[config.mk]
export PLATFORM = sky130hd
export DESIGN_NAME = booth_mult_seq_flat
export DESIGN_NICKNAME = d
export VERILOG_FILES = /design/src/rtl/booth_mult_seq_if.sv /design/src/rtl/booth_mult_seq.sv /design/src/flat_wrapper.sv
export SDC_FILE = /design/constraint.sdc
export NUM_CORES = 1
export LEC_CHECK = 0
export ABC_CLOCK_PERIOD_IN_PS = 6100
export CORE_MARGIN = 4
export CORE_UTILIZATION = 40
export DETAILED_ROUTE_END_ITERATION = 8
export PLACE_DENSITY = 0.72
export RECOVER_POWER = 100
export SLEW_MARGIN = 10
export SYNTH_ARGS = -nofsm -noshare
export SYNTH_HDL_FRONTEND = slang
export SYNTH_SLANG_ARGS = --single-unit
[constraint.sdc]
create_clock -name clock -period 6.1 [get_ports clock]
set_clock_uncertainty 0.05 [all_clocks]
set_input_delay 0.61 -clock clock [delete_from_list [all_inputs] [get_ports clock]]
set_output_delay 0.61 -clock clock [all_outputs]
set_load 0.005 [all_outputs]
[src/rtl/booth_mult_seq_if.sv]
// Issue-side bundle for the sequential Booth multiplier.
// The master side (ALU issue logic) drives start and operands; the slave side (multiplier) returns status and result.
interface booth_mult_seq_if #(
    parameter int DATA_WIDTH = 32
);
    logic                  start;
    logic [DATA_WIDTH-1:0] operand_a;
    logic [DATA_WIDTH-1:0] operand_b;
    logic                  busy;
    logic                  result_rdy;
    logic [DATA_WIDTH-1:0] result;
    logic                  overflow;

    modport master (
        output start, operand_a, operand_b,
        input  busy, result_rdy, result, overflow
    );

    modport slave (
        input  start, operand_a, operand_b,
        output busy, result_rdy, result, overflow
    );
endinterface

[src/rtl/booth_mult_seq.sv]
// Radix-2 Booth signed multiplier. One iteration per clock; result_rdy pulses 32 cycles after start.
// Flow control is start/busy only: a start seen while busy is dropped, and no result is ever stalled.
module booth_mult_seq #(
    parameter int DATA_WIDTH = 32,
    parameter int CNT_WIDTH  = 5
) (
    input  logic             clock,
    input  logic             reset_n,
    booth_mult_seq_if.slave  bus
);
    localparam int PW = 2*DATA_WIDTH + 2;

    localparam logic [1:0] S_IDLE = 2'd0;
    localparam logic [1:0] S_RUN  = 2'd1;
    localparam logic [1:0] S_DONE = 2'd2;

    logic [1:0]            state;
    logic [PW-1:0]         prod;
    logic [DATA_WIDTH-1:0] mcand;
    logic [CNT_WIDTH-1:0]  cnt;
    logic [DATA_WIDTH-1:0] result_q;
    logic                  overflow_q;

    logic [DATA_WIDTH:0]   acc_cur;
    logic [DATA_WIDTH:0]   mcand_ext;
    logic [DATA_WIDTH:0]   addend;
    logic                  cin;
    logic [DATA_WIDTH:0]   acc_new;
    logic [PW-1:0]         prod_next;
    logic                  ovf_next;
    logic                  last_iter;

    assign acc_cur   = prod[PW-1:DATA_WIDTH+1];
    assign mcand_ext = {mcand[DATA_WIDTH-1], mcand};
    assign last_iter = (cnt == CNT_WIDTH'(DATA_WIDTH-1));

    // Subtraction is the inverted multiplicand plus a carry-in of one.
    always_comb begin
        addend = '0;
        cin    = 1'b0;
        case (prod[1:0])
            2'b01:   addend = mcand_ext;
            2'b10: begin
                addend = ~mcand_ext;
                cin    = 1'b1;
            end
            default: addend = '0;
        endcase
        acc_new   = acc_cur + addend + {{DATA_WIDTH{1'b0}}, cin};
        prod_next = {acc_new[DATA_WIDTH], acc_new, prod[DATA_WIDTH:1]};
        // The product fits only if bits 2W..W of the shifted register are all equal.
        ovf_next  = ~((&prod_next[2*DATA_WIDTH:DATA_WIDTH]) |
                      ~(|prod_next[2*DATA_WIDTH:DATA_WIDTH]));
    end

    always_ff @(posedge clock or negedge reset_n) begin
        if (!reset_n) begin
            state      <= S_IDLE;
            prod       <= '0;
            mcand      <= '0;
            cnt        <= '0;
            result_q   <= '0;
            overflow_q <= 1'b0;
        end else begin
            case (state)
                S_IDLE: begin
                    if (bus.start) begin
                        mcand <= bus.operand_a;
                        prod  <= {{(DATA_WIDTH+1){1'b0}}, bus.operand_b, 1'b0};
                        cnt   <= '0;
                        state <= S_RUN;
                    end
                end
                S_RUN: begin
                    prod <= prod_next;
                    cnt  <= cnt + CNT_WIDTH'(1);
                    if (last_iter) begin
                        result_q   <= prod_next[DATA_WIDTH:1];
                        overflow_q <= ovf_next;
                        state      <= S_DONE;
                    end
                end
                S_DONE:  state <= S_IDLE;
                default: state <= S_IDLE;
            endcase
        end
    end

    assign bus.busy       = (state == S_RUN) || (state == S_DONE);
    assign bus.result_rdy = (state == S_DONE);
    assign bus.result     = result_q;
    assign bus.overflow   = overflow_q;
endmodule

[src/flat_wrapper.sv]
// flat-port wrapper written by rule: the top's interface ports become plain ports
module booth_mult_seq_flat 
#(
    parameter int DATA_WIDTH = 32,
    parameter int CNT_WIDTH  = 5
)
  (clock, reset_n, bus_start, bus_operand_a, bus_operand_b, bus_busy, bus_result_rdy, bus_result, bus_overflow);
  booth_mult_seq_if #(.DATA_WIDTH(DATA_WIDTH)) bus_i ();
  input  logic clock;
  input  logic reset_n;
  input wire logic [$bits(bus_i.start)-1:0] bus_start;
  input wire logic [$bits(bus_i.operand_a)-1:0] bus_operand_a;
  input wire logic [$bits(bus_i.operand_b)-1:0] bus_operand_b;
  output wire logic [$bits(bus_i.busy)-1:0] bus_busy;
  output wire logic [$bits(bus_i.result_rdy)-1:0] bus_result_rdy;
  output wire logic [$bits(bus_i.result)-1:0] bus_result;
  output wire logic [$bits(bus_i.overflow)-1:0] bus_overflow;
  assign bus_i.start = bus_start;
  assign bus_i.operand_a = bus_operand_a;
  assign bus_i.operand_b = bus_operand_b;
  assign bus_busy = bus_i.busy;
  assign bus_result_rdy = bus_i.result_rdy;
  assign bus_result = bus_i.result;
  assign bus_overflow = bus_i.overflow;
  booth_mult_seq #(.DATA_WIDTH(DATA_WIDTH), .CNT_WIDTH(CNT_WIDTH)) u_core (.clock(clock), .reset_n(reset_n), .bus(bus_i));
endmodule
==> run summary <==
The run finished, with violations left. TritonCTS built the clock tree. The accumulated negative setup slack was 0 ns; the setup violation total in the final timing report was 0.

The highest clock rate is 0.200 GHz. Once the floorplan was initialized, standard cells occupied 41.0% of the core. Ranked by total cell area, the synthesized netlist is headed by dfrtp_1, mux2_2, ha_1. The synthesized area was 7740 µm²; the portion of the clock cycle consumed by the worst path in the final layout was 81.8%. Of all flip-flops after synthesis, the portion carrying an async set or reset was 100%. For the worst-skew pair, the clock arrives at the later sink with an insertion delay of 0.42 ns. The TritonCTS sink count was 137; the distinct cell type count after synthesis was 59. The combinational share of power was 52.6%. Hold repair after CTS inserted 0 buffers. Setup repair after global routing left no endpoint under its margin.

The count of antenna-violating nets left after detailed routing came out at 0. The run gives 483 as the detailed router's first-iteration violation count. The core occupancy in the finished layout was 50.2%; the via count of the first global-routing pass was 6601. The count of inserted antenna diode cells is 0. Kind of critical path: flop to flop. The tree is rooted in a clkbuf_16.

Summed over all layers, the routed wires come to 20400 µm. Of the synthesized area, sequential elements account for 44.3%. Entering global routing, the biggest net connects 79 pins. Counting flops and latches in the post-synthesis netlist gives 137.

The element type at the critical path end is a flop. Along the worst path, the maximum fanout reaches 17. At the end of routability-driven placement, the weighted congestion stood at 0.910. The power density over the cells was 547 nW/µm²; the clock share of power was 19.3%.

The count of buffer and inverter cells on the critical path is 1. The tools report the critical path data required time as 6.34 ns. Switching portion of total power: 45.7%. The run gives 2.37 mW as the switching power. In this run the tool buffered the top-level ports with 101 buffer cells. The endpoint identified for the worst register-to-register timing path is u_core.bus.overflow$_DFFE_PN0P_. The worst hold path terminates at u_core.prod[38]$_DFFE_PN0P_.

The reported leakage power came out at 4.17 nW. The slowest stage of the critical path is the or4_1 cell. For this run, the leading register cell type out of synthesis is dfrtp_1. Dividing the detail-routed wire length by the instance count gives 17.8 µm. From synthesis to final layout, the design area changed by 22.5%. The die covers 21600 µm².

The logs give 0 for the post-cts gate resize count and 28.1% for the register share of total power. The startpoint identified for the worst hold timing path is u_core.prod[38]$_DFFE_PN0P_. The reported max-cap violation count is 5, and the number of vias per cell is 5.71. The die extent in x is 147 µm. Measured along the y axis, the die boundary spans 147 µm. Largest area contributor in the netlist: dfrtp_1. The logs give -177% for the worst slew margin relative to its limit and 33600 µm for the wire length of the first global-routing pass. Of the post-synthesis cell area, the dominant cell type holds 44.3%. For this run, the number of Yosys warnings is 0. The worst register-to-register path has a setup slack of 1.11 ns. The wire length the detailed router placed on met1 was 9230 µm.

The signal on the critical path passes through nand2b_1, clkbuf_1, nor2_1, a21oi_1, fa_1, fa_1, nor2b_1, o2111ai_1, a21oi_1, o21ai_1, o211ai_1, a31oi_1, xnor2_1, or4_1, nor4_1, and4b_1, a211oi_1. The buffers inserted during post-CTS setup optimization was 0; the global-route usage over all layers was 19.0%. The number of pins with negative max-slew slack in the final report is 210. The total congestion overflow after global routing is 0. For this run, the post-layout net count is 974. The number of enable flip-flop cells after synthesis was 0; the highest cell delay on the worst timing path was 0.53 ns. In this run the worst hold path is classified as flop to flop.

In this run the critical register-to-register path is launched from u_core.prod[0]$_DFFE_PN0P_. The tools report the final design area excluding fillers as 9480 µm². The maximum ir drop on the vdd rail was 287 µV.

The tools report the number of antenna violations at the first check in global routing as 0. The average instance in the mapped netlist occupies 9.74 µm². Across all setup checks in the final design, the least slack found is 1.11 ns. The layout has 1774 filler cells. After clock tree synthesis, the clock-pin slew on the worst setup and hold paths is 0.06 ns.

Once placement finished, the instance area stood at 8950 µm². The highest layer touched by signal routing is met4. After synthesis, the most frequently instantiated cells are dfrtp_1, nand2_1, o21ai_0, mux2_2, a21oi_1.

The total clock buffers created by CTS is 17, and the total met3 wirelength after detailed routing is 1190 µm. The tools report the H-tree level count as 4. The tools report the HPWL after detailed placement as 14100 µm. The core region area is 18900 µm², and the actual slew at the worst max-slew pin is 4.15 ns. dfrtp_1 is the most common cell in the netlist. Counting instances, the worst hold path has a depth of 2. Counting every instance in the synthesized netlist gives 794.

The number of detailed-routing iterations run before antenna repair came out at 5. The minimum setup slack after placement is 1.29 ns. The number of nets handed over by synthesis was 899.

The shortest clock period the worst path allows after layout is 4.99 ns, and the area occupied by multi-input gates is 4050 µm². The floorplan has 50 rows. The run gives 0 as the post-route DRC violation count.

The worst setup path is launched from a flop. The logs give 5.23 ns for the data arrival time of the critical path and 6520 for the via count. The area taken by flip-flops and latches is 3430 µm², and the ratio of cells with drive above 1 in the final layout is 12.8%. For the boundary pin count, the log shows 102.

In this run the deepest clock path goes through 2 buffers. Detailed routing placed a total of 9610 µm of wire on met2. The worst register-to-register path has a depth of 17.

The run gives 0 as the count of endpoints failing hold in the final timing report. The cell-internal power was 2.81 mW. The checks that failed: capacitance limit, slew limit. On the critical path the largest part of the delay comes from simple AND/OR/NAND/NOR gates.
==> layout make-up <==
cell class	count	area share, %
multi-input cells	589	42.7
flip-flops and latches	137	36.2
repair buffers	109	11.0
clock buffers	18	4.53
well taps	260	3.43
clock inverters	14	1.50
inverters	15	0.594
==> worst register-to-register path: stages, from the launching register on <==
cell	delay, ns
dfrtp_1	0.38
nand2b_1	0.43
clkbuf_1	0.41
nor2_1	0.18
a21oi_1	0.07
fa_1	0.42
fa_1	0.43
nor2b_1	0.22
o2111ai_1	0.17
a21oi_1	0.20
o21ai_1	0.14
o211ai_1	0.34
a31oi_1	0.15
xnor2_1	0.17
or4_1	0.53
nor4_1	0.29
and4b_1	0.23
a211oi_1	0.05
==> metrics by stage <==
stage | total power, mW | hold WS (ns) | cells
2_1_floorplan | 3.44 | 0.264 | 794
3_3_place_gp | 4.11 | 0.417 | 1110
3_5_place_dp | 4.15 | 0.427 | 1110
4_1_cts | 5.18 | 0.189 | 1142
5_1_grt | 5.57 | 0.455 | 1142
6_report | 5.18 | 0.439 | 1142
==> logic make-up (layout without fill, tap and decap cells) <==
group / after synthesis / in the layout / share of synthesized area, %
AO/OA/AOI/OAI: 271 / 271 / 21.9
adder cells (fa/ha/maj): 38 / 38 / 6.34
XOR/XNOR: 25 / 25 / 2.83
flip-flops: 137 / 137 / 44.3
multiplexers: 68 / 68 / 9.82
buffers and inverters: 68 / 156 / 3.41
AND/OR/NAND/NOR: 187 / 187 / 11.4
==> worst max-delay path by stage <==
stage	startpoint	end	slack, ns	cells after the start
after global routing	u_core.prod[0]$_DFFE_PN0P_	u_core.bus.overflow$_DFFE_PN0P_	0.59	17
after global placement	u_core.prod[0]$_DFFE_PN0P_	u_core.bus.overflow$_DFFE_PN0P_	1.43	17
after detailed placement	u_core.prod[0]$_DFFE_PN0P_	u_core.bus.overflow$_DFFE_PN0P_	1.29	17
final	u_core.prod[0]$_DFFE_PN0P_	u_core.bus.overflow$_DFFE_PN0P_	1.11	17
after CTS	u_core.prod[0]$_DFFE_PN0P_	u_core.bus.overflow$_DFFE_PN0P_	1.26	17
after floorplan	u_core.prod[1]$_DFFE_PN0P_	u_core.bus.overflow$_DFFE_PN0P_	1.95	17
==> per-layer routing <==
| metal | up-vias | GRT usage [%] |
|---|---|---|
| met2 | 193 | 30.8 |
| met4 | 0 | 5.59 |
| met5 | - | 0 |
| met3 | 26 | 4.75 |
| met1 | 3193 | 25.2 |
| li1 | 3108 | - |
==> state kept, by name, summed over array words and instances, names as in the netlist <==
name	cells
u_core.cnt	5
u_core.bus.result	32
u_core.bus.overflow	1
u_core.state	2
u_core.mcand	32
u_core.prod	65
==> cell usage in the layout (no fill, tap or decap), types with 3 or more instances in the layout <==
master	count
mux2i_1	5
buf_4	3
clkdlybuf4s50_1	65
nand3_1	13
nand2b_1	5
o31ai_1	3
o21a_1	6
clkbuf_1	7
nor4_1	8
clkinv_4	6
o21ai_0	68
a22o_1	19
a211oi_1	5
clkbuf_16	17
nand4_1	13
xnor2_1	10
dlygate4sd3_1	35
and3_1	8
o21ai_1	5
o211ai_1	9
o22ai_1	51
nor3_1	6
inv_1	15
nor2_1	24
a2111oi_0	3
and2_1	3
nand2_1	89
or4_1	4
o2111ai_1	3
mux2_2	63
a21o_1	12
dfrtp_1	137
a21oi_2	5
ha_1	36
a21oi_1	62
xor2_1	15
a31oi_1	4
==> power groups by stage <==
| stage | Combinational, mW | Clock (mW) | Sequential (mW) |
|---|---|---|---|
| 5_1_grt | 3.02 | 1.05 | 1.49 |
| 2_1_floorplan | 2.06 | 0 | 1.38 |
| 3_3_place_gp | 2.66 | 0 | 1.45 |
| 4_1_cts | 2.72 | 1.01 | 1.45 |
| 3_5_place_dp | 2.69 | 0 | 1.46 |
| 6_report | 2.73 | 1.00 | 1.45 |
Note: power is estimated with default switching activity, not from simulation.
==> variant 1, RTL diff (same flow settings) <==
`CNT_WIDTH` is set to 5 in 2 places; all go to 4.
--- a/src/rtl/booth_mult_seq.sv
+++ b/src/rtl/booth_mult_seq.sv
@@ -3,5 +3,5 @@
 module booth_mult_seq #(
     parameter int DATA_WIDTH = 32,
-    parameter int CNT_WIDTH  = 5
+    parameter int CNT_WIDTH  = 4
 ) (
     input  logic             clock,
--- a/src/flat_wrapper.sv
+++ b/src/flat_wrapper.sv
@@ -3,5 +3,5 @@
 #(
     parameter int DATA_WIDTH = 32,
-    parameter int CNT_WIDTH  = 5
+    parameter int CNT_WIDTH  = 4
 )
   (clock, reset_n, bus_start, bus_operand_a, bus_operand_b, bus_busy, bus_result_rdy, bus_result, bus_overflow);
Check against the original RTL: same outputs for any inputs over 10 cycles, from zero or initial values and one cycle with reset_n low; that may be too few to reach the edited logic, so the function may still have changed.
==> variant 1 against the original RTL <==
- synthesized cell count is 5.4% higher
- the flow still finishes with violations (max-capacitance violations, max-slew violations)
- via count is 3.8% higher
- hold slack worse by 0.0064 ns
- synthesized area is 3.8% higher
- sequential cell count is 1 lower
- largest power group unchanged
- cell count is 4.3% higher
- critical path type unchanged
- total power is 1.1% higher
- combinational power is 3% higher
- setup slack better by 0.27 ns
- sequential share of layout area is 1.4 points lower
- wire length is 0.25% lower
- final area is 3.1% higher
==> variant 1: results (changes against the original RTL) <==
- Outcome: complete, but fails checks
- Failing checks: max-capacitance violations, max-slew violations
- Global-route wire length before repair: 33,800 um (+0.51%)
- Complex-gate fraction of the synthesized area: 21.9% (about the same)
- Global placer's final weighted congestion: 0.893 (-1.9%)
- Overflow left after global routing: 0 (unchanged)
- LEAKAGE: 4.26 nW (+2.3%)
- Post-place setup slack: 1.78 ns (+0.491 ns)
- Number of gates resized after cts: 0 (unchanged)
- Vias in the first global route: 6,689 (+1.3%)
- Syn Std Cell Area: 8030 um^2 (+3.8%)
- Worst path arrival time: 4.87 ns (-0.36 ns)
- Violation count after the first detailed-routing iteration: 519 (+7.5%)
- Launch point of the worst reg-to-reg path: u_core.state[0]
- Maximum resistive drop on vdd: 0.000231 V (-19%)
- Endpoint of the most critical register-to-register path: u_core.prod[30]
- Post-synthesis share of cell area spent on xor and xnor gates: 1.96% (-0.87 points)
- Multi-input gate share of the layout cell area: 44.8% (+2.0 points)
- Post-Synthesis Net Count: 941 (+4.7%)
- Yosys cell types: 75 (+27%)
- Count of cells along the worst register-to-register path: 7 (-10)
- Filler-free cell count of the finished design: 1,191 (+4.3%)
- Syn avg cell area: 9.60 um^2 (-1.5%)
- Synth cell count leaders: 136 x dfrtp_1, 102 x nand2_1, 77 x o21ai_0
- Worst-case register-to-register setup slack: 1.38 ns (+0.27 ns)
- # Max-Cap Violations: 3 (-2)
- Final clock-cell share: 5.79% (-0.25 points)
- Max Transition Viols Final: 161 (-23%)
- Buffers inserted by post-CTS timing repair: 0 (unchanged)
- Nets: 1,017 (+4.4%)
- Register with the most flip-flops: u_core.prod
- Synth area leaders: dfrtp_1 42%, mux2_2 8.8%, ha_1 5.5%
- Vias after detailed routing: 6,770 (+3.8%)
- Startpoint of the tightest hold check path: u_core.prod[57]
- Power density cells: 536 nW/um^2 (-1.9%)
- Cell area reported after detailed placement: 9240 um^2 (+3.2%)
- Maximum fanout along the worst path: 52 (+35)
- Total of plain and repair buffers excluding clock buffers: 108 (-0.92%)
- Layout fillers: 1,807 (+1.9%)
- Clock buffer count: 19 (+1)
- Headroom to the max-slew limit: -149% (+27 points)
- Detailed Route WL: 20,300 um (-0.25%)
- Mux cell area share after synthesis: 10.2% (+0.39 points)
- Hold endpoint: u_core.prod[57]
- Fraction of final layout cells with drive strength greater than 1: 13.5% (+0.69 points)
- Non-Clock Buffer Area Fraction: 10.7% (-0.37 points)
- Maximum number of pins on one net before global-route repair: 70 (-11%)
- Detailed-placement wirelength estimate: 14,200 um (+0.83%)
- Post-Synth Adder-Cell Area: 5.95% (-0.39 points)
- Fraction of standard cell area that is sequential: 34.8% (-1.4 points)
- Multi-In Gates: 635 (+7.8%)
- Part of the Yosys area used for sequential elements: 42.4% (-1.9 points)
- Fin Hold WS: 0.433 ns (-0.00642 ns)
- Global Route Usage Sum: 18.7% (-0.28 points)
-- variant 1: cell types whose count changed in the layout (fill, tap and decap cells not counted), sizes merged, moves of 4 or more --
cell,delta
and4,+4
nor2,+20
xor2,-6
nor4,-5
clkinvlp,+4
a21oi,-6
nand4,-7
o21ai,+10
nand2,+13
nor3,+9
mux2i,+6
-- variant 1: layer usage --
| metal | track usage (%) | vias up | share of wire (%) |
|---|---|---|---|
| met3 | 4.72 | 36 | 5.8 |
| met4 | 5.95 | 0 | 2.1 |
| met2 | 30.5 | 189 | 48 |
| li1 | - | 3258 | - |
| met1 | 24.5 | 3287 | 44 |
| met5 | 0 | - | 0 |
-- variant 1: kinds of logic after synthesis --
family / after synthesis
adders and majority gates: 37
muxes: 74
DFF: 136
AOI/OAI and AO/OA: 274
and+or+nand+nor: 232
xor gates and xnor gates: 18
buffers and inverters: 66
-- variant 1: where the power goes --
group / internal (mW) / switching, mW / total (mW)
registers: 1.21 / 0.234 / 1.44
clock network: 0.574 / 0.417 / 0.991
logic: 1.10 / 1.71 / 2.81
-- variant 1: worst max-delay path: stages, from the launching register on --
cell      delay (ns)
dfrtp_1         0.40
inv_1           0.09
ha_1            0.91
nand2b_1        0.18
clkbuf_1        0.60
o21ai_4         0.18
clkbuf_1        1.73
o21ai_0         0.32
-- variant 1: worst max path at each step --
stage               startpoint                  end  slack (ns)  cells past startpoint
2_1_floorplan   u_core.prod[1]  u_core.bus.overflow        2.14                     16
4_1_cts         u_core.prod[1]  u_core.bus.overflow        1.75                     14
6_report       u_core.state[0]      u_core.prod[30]        1.38                      7
5_1_grt         u_core.prod[1]  u_core.bus.overflow        0.80                     14
3_5_place_dp    u_core.prod[1]  u_core.bus.overflow        1.78                     14
3_3_place_gp    u_core.prod[1]  u_core.bus.overflow        1.88                     14
==> variant 2, RTL diff (same flow settings) <==
Without the edit above. Make the reset (`reset_n`) synchronous in one clocked block.
--- a/src/rtl/booth_mult_seq.sv
+++ b/src/rtl/booth_mult_seq.sv
@@ -54,5 +54,5 @@
     end
 
-    always_ff @(posedge clock or negedge reset_n) begin
+    always_ff @(posedge clock) begin
         if (!reset_n) begin
             state      <= S_IDLE;
Behaviour: differs if reset_n is asserted again (counterexample within 4 cycles, from zero or initial values and one cycle with reset_n low); with reset_n held inactive, the same outputs for 10 cycles.
==> variant 2 against the original RTL <==
- the flow still finishes with violations (max-capacitance violations, max-slew violations)
- wire length grew 16%
- fmax grew 0.45%
- final area grew 8.5%
- synthesized area grew 11%
- setup slack gained 0.022 ns
- count of clock-buffer cells in the layout shrank 1
- die area grew 10%
- sequential cell count is the same
- critical path type unchanged
- critical endpoint is now u_core.bus.overflow
- largest cell class unchanged
Power is not compared: it rests on default switching activity, and its combinational part moved more than twofold at a synthesized area within 25%.
==> variant 2: results (changes against the original RTL) <==
- Outcome: complete, but fails checks
- Failing checks: max-capacitance violations, max-slew violations
- Wire length on met3: 1460 um (+23%)
- Register with the most flip-flops: u_core.prod
- Launch point of the worst reg-to-reg path: u_core.prod[0]
- Met2 layer wire length in the routed design: 11,100 um (+16%)
- Detailed-placement wirelength estimate: 16,400 um (+16%)
- Hold endpoint: u_core.bus.result[18]
- Hold/Removal Path Class: flop to flop
- Global placer's final weighted congestion: 0.927 (+1.8%)
- Met1 wire length: 10,700 um (+16%)
- Std cell rows: 53 (+6.0%)
- Startpoint of the tightest hold check path: u_core.bus.result[18]
- Vias in the first global route: 7,772 (+18%)
- Part of the Yosys area used for sequential elements: 31.9% (-12 points)
- Maximum fanout along the worst path: 15 (-2)
- Fraction of final layout cells with drive strength greater than 1: 5.00% (-7.8 points)
- Nets: 1,292 (+33%)
- Met3 global-route usage: 4.70% (-0.050 points)
- Global Route Usage Sum: 19.7% (+0.76 points)
- Initial antenna violation count: 0 (unchanged)
- Max stage delay cell, worst path: nor2b_2
- Clock tree buffer depth: 2 (unchanged)
- Maximum number of pins on one net before global-route repair: 73 (-7.6%)
- Delay of the slowest cell on the worst path: 0.55 ns (+0.02 ns)
- Detailed Route WL: 23,700 um (+16%)
- Port bufs: 101 (unchanged)
- Yosys cell types: 77 (+31%)
- # Max-Cap Violations: 2 (-3)
- Synth cell count leaders: 210 x nand2_1, 137 x dfxtp_1, 103 x nor2_1
- Maximum resistive drop on vdd: around 0.00015 V
- Worst hold path stage count: 2 (unchanged)
- Worst-case register-to-register setup slack: 1.13 ns (+0.02 ns)
- Antenna diode count: 0 (unchanged)
- Count of cells along the worst register-to-register path: 13 (-4)
- H-Tree Depth: 4 (unchanged)
- Violation count after the first detailed-routing iteration: 492 (+1.9%)
- Met1 Resource Use GR: 25.8% (+0.61 points)
- Vias after detailed routing: 8,300 (+27%)
- Power density cells: around 250 nW/um^2
- Buffers inserted by post-CTS timing repair: 0 (unchanged)
- Headroom to the max-slew limit: -25.4% (+150 points)
- Share of synthesized registers carrying an async set or reset: 0% (-100 points)
- Worst path arrival time: 5.23 ns (about the same)
- Endpoint of the most critical register-to-register path: u_core.bus.overflow
- Top_reg_cell synth: dfxtp_1
- Global-route wire length before repair: 39,300 um (+17%)
- Fraction of met2 tracks used by global routing: 32.6% (+1.7 points)
- Insertion delay of the later-clocked pin in the worst-skew pair: 0.44 ns (+0.02 ns)
- Flip-flop count of the largest register, all copies and words added: 65 (unchanged)
- Synth area leaders: dfxtp_1 32%, nand2_1 9.2%, a21boi_0 5.9%
- Max Transition Viols Final: 83 (-60%)
- CTS root buffer: clkbuf_16
- Post-Synthesis Net Count: 1,247 (+39%)
- Number of gates resized after cts: 0 (unchanged)
- Cell internal pwr: between 1.5 and 2 mW
-- variant 2: final cells by class --
class / count / area (um^2)
Clock inverter: 15 / 204
Timing Repair Buffer: 112 / 1070
Tap cell: 275 / 344
Inverter: 44 / 165
Fill cell: 2107 / 10800
Sequential cell: 137 / 2740
Clock buffer: 17 / 425
Multi-Input combinational cell: 875 / 5330
-- variant 2: worst max-delay path by stage --
stage | startpoint | endpoint | slack, ns | depth (start not counted)
global placement | u_core.prod[0] | u_core.bus.overflow | 1.63 | 13
detailed placement | u_core.prod[0] | u_core.bus.overflow | 1.49 | 13
finish | u_core.prod[0] | u_core.bus.overflow | 1.13 | 13
floorplan | u_core.prod[0] | u_core.bus.overflow | 1.89 | 15
CTS | u_core.prod[0] | u_core.bus.overflow | 1.45 | 13
global route | u_core.prod[1] | u_core.bus.overflow | 0.84 | 14
-- variant 2: stage by stage --
stage	setup WS (ns)	cells	util, %	area, um^2	hold slack, ns
finish	1.13	1475	48.8	10300	0.410
global route	0.837	1475	48.8	10300	0.443
CTS	1.45	1475	48.9	10300	0.420
detailed placement	1.49	1443	46.0	9690	0.409
global placement	1.63	1443	46.0	9690	0.403
floorplan	1.89	1142	-	8590	0.395
-- variant 2: worst min-delay path: stages (launching register included) --
cell and delay, ns:
dfxtp_1 0.31, nand2_1 0.04, a21boi_0 0.06
-- variant 2: cells by family (layout without fill, tap and decap cells) --
family,Yosys count,after routing,synth area share (%)
flops,137,137,31.9
xor+xnor,10,10,1.02
buf+inv,130,188,5.96
mux,13,13,1.52
fa+ha+maj,38,38,5.71
compound gates,354,354,29.3
simple gates,460,460,24.6
